`config.mk`:
```
export PLATFORM = sky130hd
export DESIGN_NAME = kmeans_k2n2_ctrl
export DESIGN_NICKNAME = d
export VERILOG_FILES = /design/src/rtl/kmeans_k2n2_ctrl.sv
export SDC_FILE = /design/constraint.sdc
export NUM_CORES = 1
export LEC_CHECK = 0
export CAP_MARGIN = 15
export CORE_MARGIN = 1
export CORE_UTILIZATION = 50
export CTS_BUF_LIST = sky130_fd_sc_hd__clkbuf_4 sky130_fd_sc_hd__clkbuf_8 sky130_fd_sc_hd__clkbuf_16
export CTS_CLUSTER_DIAMETER = 30
export CTS_CLUSTER_SIZE = 10
export DETAILED_ROUTE_END_ITERATION = 12
export PLACE_DENSITY_LB_ADDON = 0.08
export SETUP_SLACK_MARGIN = 0.15
export SYNTH_ARGS = -nofsm -noshare
export SYNTH_HDL_FRONTEND = slang
export SYNTH_SLANG_ARGS = --single-unit
```
`constraint.sdc`:
```
create_clock -name clk -period 7.3 [get_ports clk]
set_input_delay 2.19 -clock clk [delete_from_list [all_inputs] [get_ports clk]]
set_output_delay 2.19 -clock clk [all_outputs]
set_load 0.01 [all_outputs]
```
`src/rtl/kmeans_k2n2_ctrl.sv`:
```
// Iteration sequencer for the k=2, 2-D k-means datapath: streams the input RAM, aligns
// accumulation to the pipeline, divides the sums and updates the centroids until they settle.
module kmeans_k2n2_ctrl #(
  parameter int unsigned input_data_width         = 8,
  parameter int unsigned input_data_qty           = 256,
  parameter int unsigned input_data_qty_bit_width = 8,
  parameter int unsigned acc_width                = 16,
  parameter int unsigned pipe_latency             = 4,
  parameter int unsigned iter_width               = 8,
  parameter int unsigned max_iter                 = 16,
  parameter int unsigned k0_d0_initial            = 0,
  parameter int unsigned k0_d1_initial            = 0,
  parameter int unsigned k1_d0_initial            = 1,
  parameter int unsigned k1_d1_initial            = 1
) (
  input  logic                                clk,
  input  logic                                rst,
  input  logic                                start,
  output logic [input_data_qty_bit_width-1:0] input_ram_rd_address,
  output logic                                acc_rst,
  output logic                                acc_enable,
  output logic                                rd_acc_en,
  output logic                                rd_acc_centroid,
  input  logic [acc_width-1:0]                acc0_output,
  input  logic [acc_width-1:0]                acc1_output,
  input  logic [input_data_qty_bit_width-1:0] acc_counter_output,
  output logic [input_data_width-1:0]         k0d0,
  output logic [input_data_width-1:0]         k0d1,
  output logic [input_data_width-1:0]         k1d0,
  output logic [input_data_width-1:0]         k1d1,
  output logic                                busy,
  output logic                                done,
  output logic [iter_width-1:0]               iteration
);

  localparam int unsigned DW      = input_data_width;
  localparam int unsigned QW      = input_data_qty_bit_width;
  localparam int unsigned AW      = acc_width;
  localparam int unsigned DivCntW = $clog2(acc_width + 1);

  localparam logic [QW-1:0]         QtyLast  = QW'(input_data_qty - 1);
  localparam logic [DivCntW-1:0]    DivLast  = DivCntW'(acc_width);
  localparam logic [iter_width-1:0] MaxIterW = iter_width'(max_iter);
  localparam logic [DW-1:0]         InitC [4] = '{DW'(k0_d0_initial), DW'(k0_d1_initial),
                                                  DW'(k1_d0_initial), DW'(k1_d1_initial)};

  typedef enum logic [2:0] {
    StIdle, StInit, StStream, StDrain, StRead, StDiv, StUpdate, StDone
  } state_e;

  state_e                  state_q, state_d;
  logic [QW-1:0]           addr_q, addr_d;
  logic [pipe_latency-1:0] vsr_q, vsr_d;
  logic                    rd_sel_q, rd_sel_d;
  logic [AW-1:0]           sum_q [4];
  logic [AW-1:0]           sum_d [4];
  logic [QW-1:0]           cnt_q [2];
  logic [QW-1:0]           cnt_d [2];
  logic [1:0]              div_idx_q, div_idx_d;
  logic [DivCntW-1:0]      div_cnt_q, div_cnt_d;
  logic [AW:0]             rem_q, rem_d;
  logic [AW-1:0]           quo_q, quo_d;
  logic [QW-1:0]           dvs_q, dvs_d;
  logic [DW-1:0]           new_q [4];
  logic [DW-1:0]           new_d [4];
  logic [DW-1:0]           cent_q [4];
  logic [DW-1:0]           cent_d [4];
  logic [iter_width-1:0]   iter_q, iter_d;

  logic [AW:0] rem_sh, rem_sub;
  logic        rem_ge, changed;

  // Restoring divider step: shift in the next dividend bit, subtract when it fits.
  always_comb begin
    rem_sh  = {rem_q[AW-1:0], quo_q[AW-1]};
    rem_sub = rem_sh - (AW+1)'(dvs_q);
    rem_ge  = rem_sh >= (AW+1)'(dvs_q);
  end

  always_comb begin
    changed = 1'b0;
    for (int i = 0; i < 4; i++) begin
      if (new_q[i] != cent_q[i]) changed = 1'b1;
    end
  end

  always_comb begin
    state_d   = state_q;
    addr_d    = addr_q;
    vsr_d     = vsr_q << 1;
    rd_sel_d  = rd_sel_q;
    sum_d     = sum_q;
    cnt_d     = cnt_q;
    div_idx_d = div_idx_q;
    div_cnt_d = div_cnt_q;
    rem_d     = rem_q;
    quo_d     = quo_q;
    dvs_d     = dvs_q;
    new_d     = new_q;
    cent_d    = cent_q;
    iter_d    = iter_q;
    case (state_q)
      StIdle, StDone: begin
        if (start) begin
          cent_d  = InitC;
          iter_d  = '0;
          addr_d  = '0;
          state_d = StInit;
        end
      end
      StInit: begin
        addr_d  = '0;
        state_d = StStream;
      end
      StStream: begin
        vsr_d[0] = 1'b1;
        if (addr_q == QtyLast) begin
          addr_d  = '0;
          state_d = StDrain;
        end else begin
          addr_d = addr_q + 1'b1;
        end
      end
      StDrain: begin
        if (vsr_d == '0) begin
          rd_sel_d = 1'b0;
          state_d  = StRead;
        end
      end
      StRead: begin
        sum_d[{rd_sel_q, 1'b0}] = acc0_output;
        sum_d[{rd_sel_q, 1'b1}] = acc1_output;
        cnt_d[rd_sel_q]         = acc_counter_output;
        rd_sel_d                = ~rd_sel_q;
        if (rd_sel_q) begin
          div_idx_d = 2'd0;
          div_cnt_d = '0;
          state_d   = StDiv;
        end
      end
      StDiv: begin
        if (div_cnt_q == '0) begin
          rem_d     = '0;
          quo_d     = sum_q[div_idx_q];
          dvs_d     = cnt_q[div_idx_q[1]];
          div_cnt_d = div_cnt_q + 1'b1;
        end else begin
          rem_d = rem_ge ? rem_sub : rem_sh;
          quo_d = {quo_q[AW-2:0], rem_ge};
          if (div_cnt_q == DivLast) begin
            // An empty cluster keeps its old centroid component.
            new_d[div_idx_q] = (dvs_q == '0) ? cent_q[div_idx_q] : quo_d[DW-1:0];
            div_cnt_d        = '0;
            div_idx_d        = div_idx_q + 2'd1;
            if (div_idx_q == 2'd3) state_d = StUpdate;
          end else begin
            div_cnt_d = div_cnt_q + 1'b1;
          end
        end
      end
      StUpdate: begin
        cent_d = new_q;
        iter_d = (iter_q == '1) ? iter_q : iter_q + 1'b1;
        if (!changed || iter_d == MaxIterW) state_d = StDone;
        else                                state_d = StInit;
      end
      default: state_d = StIdle;
    endcase
  end

  always_ff @(posedge clk) begin
    if (!rst) begin
      state_q   <= StIdle;
      addr_q    <= '0;
      vsr_q     <= '0;
      rd_sel_q  <= 1'b0;
      sum_q     <= '{default: '0};
      cnt_q     <= '{default: '0};
      div_idx_q <= '0;
      div_cnt_q <= '0;
      rem_q     <= '0;
      quo_q     <= '0;
      dvs_q     <= '0;
      new_q     <= '{default: '0};
      cent_q    <= InitC;
      iter_q    <= '0;
    end else begin
      state_q   <= state_d;
      addr_q    <= addr_d;
      vsr_q     <= vsr_d;
      rd_sel_q  <= rd_sel_d;
      sum_q     <= sum_d;
      cnt_q     <= cnt_d;
      div_idx_q <= div_idx_d;
      div_cnt_q <= div_cnt_d;
      rem_q     <= rem_d;
      quo_q     <= quo_d;
      dvs_q     <= dvs_d;
      new_q     <= new_d;
      cent_q    <= cent_d;
      iter_q    <= iter_d;
    end
  end

  assign input_ram_rd_address = addr_q;
  assign acc_rst              = (state_q == StIdle) || (state_q == StInit);
  assign acc_enable           = vsr_q[pipe_latency-1];
  assign rd_acc_en            = (state_q == StRead);
  assign rd_acc_centroid      = rd_sel_q;
  assign k0d0                 = cent_q[0];
  assign k0d1                 = cent_q[1];
  assign k1d0                 = cent_q[2];
  assign k1d1                 = cent_q[3];
  assign busy                 = (state_q != StIdle) && (state_q != StDone);
  assign done                 = (state_q == StDone);
  assign iteration            = iter_q;

endmodule

```
==> qor.txt <==
status: finished, final reports clean
pwr dens: 277 nW/um2
crit path launch: state_q[2]$_SDFFE_PN0P_
fmax: 223 MHz
Slew @ Worst Pin: 1.11 ns
Die Y: 141 um
Tcrit/Tclk final: 61.4%
Worst R2R Start: dvs_q[4]$_SDFFE_PN0P_
Slew Limit Fails: 0
count leader, synth: nand2_1
largest cells by area after synthesis: dfxtp_1 (44%), nand2_1 (9.3%), mux4_2 (5.6%)
first-pass GRT wire length: 38.7 mm
CP max FO: 21
Die ar.: 19900 um2
Initial Utilization: 51.5%
Resize count post-CTS: 0
startpoint types: flop
Clk Tree Root Cell: clkbuf_16
core area: 18800 um2
VDD IR max: 0.275 mV
max-cap violation count: 0
I/O pins: 97
Max H-tree Level: 2
detailed-route DRC error count: 0
CTS buffer count: 43
drt first pass iters: 5
ys flop type: dfxtp_1
peak per-stage delay on the critical path: 0.72 ns
Yosys top cell area share: 44.4%
reported net switching power: 737 uW
GR Util All Layers: 23.9%
cell area after layout: 12300 um2
Yosys Warn Count: 0
hold crit path type: reg -> reg
asr flop ratio synth: 0%
Seq/Total Area, Yosys: 44.4%
port bufs: 96
Vias/cell: 5.50
# rows: 50
total routed wirelength: 23.4 mm
Setup TNS Final: 0 ns
die width: 141 um
syn nets: 1203
Mapped Cells: 1143
buffers inserted by post-CTS timing repair: 0
combinational share of power: 5.4%
vias in the first global route: 7553
syn_area_per_cell: 8.48 um2
CTS max path bufs: 3
Final ANT Viol Nets: 0
TritonCTS clock tree: done
top cells by count, synth: nand2_1 (239), dfxtp_1 (215), nor2_1 (122), a21oi_1 (106), clkbuf_1 (73)
worst hold slack: 0.447 ns
CP required: 5.11 ns
synthesized area: 9690 um2
#FFs+latches synth: 215
R2R Setup Slk: 4.28 ns
Slew HR: 25.9%
unrepaired setup endpoints after global routing: false
# diodes: 0
Sw Share: 21.7%
gr ovfl total: 0
DRT iter0 DRCs: 537
gpl congestion: 0.831
clk_skew: 0.0138 ns
Internal Power: 2660 uW
total clock sinks: 215
share of layout cells above drive strength 1: 10.1%
Worst-path clk slew: 0.05 ns
min-delay src: vsr_q[1]$_SDFF_PN0_
Distinct cells, synth: 56
Synth-to-Final Area Change: 26.7%
initial antenna violation count: 0
Final #Nets: 1273
leakage: 0.00428 uW
largest net degree at the start of global routing: 99
clk_lat worst skew: 0.51 ns
placed instance area: 10800 um2
Crit. End Element: primary output
Final Util: 65.2%
Setup CP Type: reg -> out
setup ws final: 2.82 ns
Data arrival, critical path: 2.29 ns
sequential share of power: 35.6%
most area-hungry cell type in the Yosys netlist: dfxtp_1
Final setup violation count: 0
critical path cell sequence: nand2_1 -> nor2_1 -> clkdlybuf4s50_1
post-DP HPWL: 14.3 mm
EDFF count, synth: 0
Setup WS pre-CTS: 2.29 ns
critical path's slowest cell: dfxtp_1
detailed-route wire length per cell: 15.5 um
Final Hold Fails: 0
via count: 8267
Hold Buf Count CTS: 0
Final min period: 4.48 ns
clock share of power: 58.9%
## metal layers
metal / up-vias / track usage, % / share of wire [%]
li1: 4149 / - / -
met1: 3901 / 33.5 / 49
met2: 187 / 37.6 / 46
met3: 30 / 4.35 / 3.9
met4: 0 / 6.86 / 1.5
met5: - / 0 / 0
## worst paths after layout
| kind | endpoint | depth (start not counted) |
|---|---|---|
| max | done | 3 |
| min reg2reg | vsr_q[2]$_SDFF_PN0_ | 1 |
| min | vsr_q[2]$_SDFF_PN0_ | 1 |
| max reg2reg | new_q[8]$_SDFFE_PN0P_ | 9 |
## logic make-up (layout without fill, tap and decap cells)
| group | after synthesis | in the layout | share of synthesized area [%] |
|---|---|---|---|
| AO/OA/AOI/OAI | 258 | 258 | 17.3 |
| XOR/XNOR | 49 | 49 | 4.43 |
| adder cells (fa/ha/maj) | 17 | 17 | 2.27 |
| buffers and inverters | 103 | 203 | 4.04 |
| flip-flops | 215 | 215 | 44.4 |
| multiplexers | 41 | 41 | 7.33 |
| AND/OR/NAND/NOR | 460 | 460 | 20.2 |
## flip-flops by register name (all words and copies together), names as in the netlist, 4 cells and up
register / cells
sum_q: 64
div_cnt_q: 5
k0d1: 8
k0d0: 8
cnt_q: 16
k1d0: 8
vsr_q: 4
iteration: 8
new_q: 32
dvs_q: 8
k1d1: 8
input_ram_rd_address: 8
rem_q: 16
quo_q: 16
## metrics by stage
stage                     total power [uW]  instances
after CTS                             3420       1503
after detailed placement              1410       1428
final                                 3400       1503
after global routing                  3510       1503
after global placement                1410       1428
after floorplan                       1340       1143
## power by group through the flow
stage          combinational [uW]  sequential [uW]  clock (uW)
2_1_floorplan                 120             1220           0
3_3_place_gp                  182             1230           0
3_5_place_dp                  183             1230           0
4_1_cts                       185             1210        2030
5_1_grt                       203             1210        2090
6_report                      185             1210        2000
## worst max-delay path, delay by kind of cell (launching register included)
kind	cells	cell delay [ns]
flops	1	0.72
buf+inv	1	0.57
simple gates	2	0.49
## placed cells by master, fill, tap and decap left out, types with 17 or more instances in the layout
cell | synthesis | routed
a22oi_1 | 33 | 33
dfxtp_1 | 215 | 213
inv_1 | 20 | 20
xor2_1 | 43 | 43
nor2_1 | 122 | 120
nand2_1 | 239 | 239
mux4_2 | 24 | 24
clkbuf_16 | 0 | 45
a21oi_1 | 106 | 105
mux2i_1 | 17 | 17
nand3_1 | 27 | 27
clkdlybuf4s50_1 | 0 | 96
a211oi_1 | 49 | 49
## final cells by class
class | instances | area [um2]
sequential | 215 | 4310
tap | 260 | 325
multi-input combinational | 825 | 5010
inverter | 21 | 81.3
timing repair buffer | 107 | 1040
clock buffer | 59 | 1290
fill | 1674 | 6550
clock inverter | 16 | 223
Power figures use the tool's default switching activity.
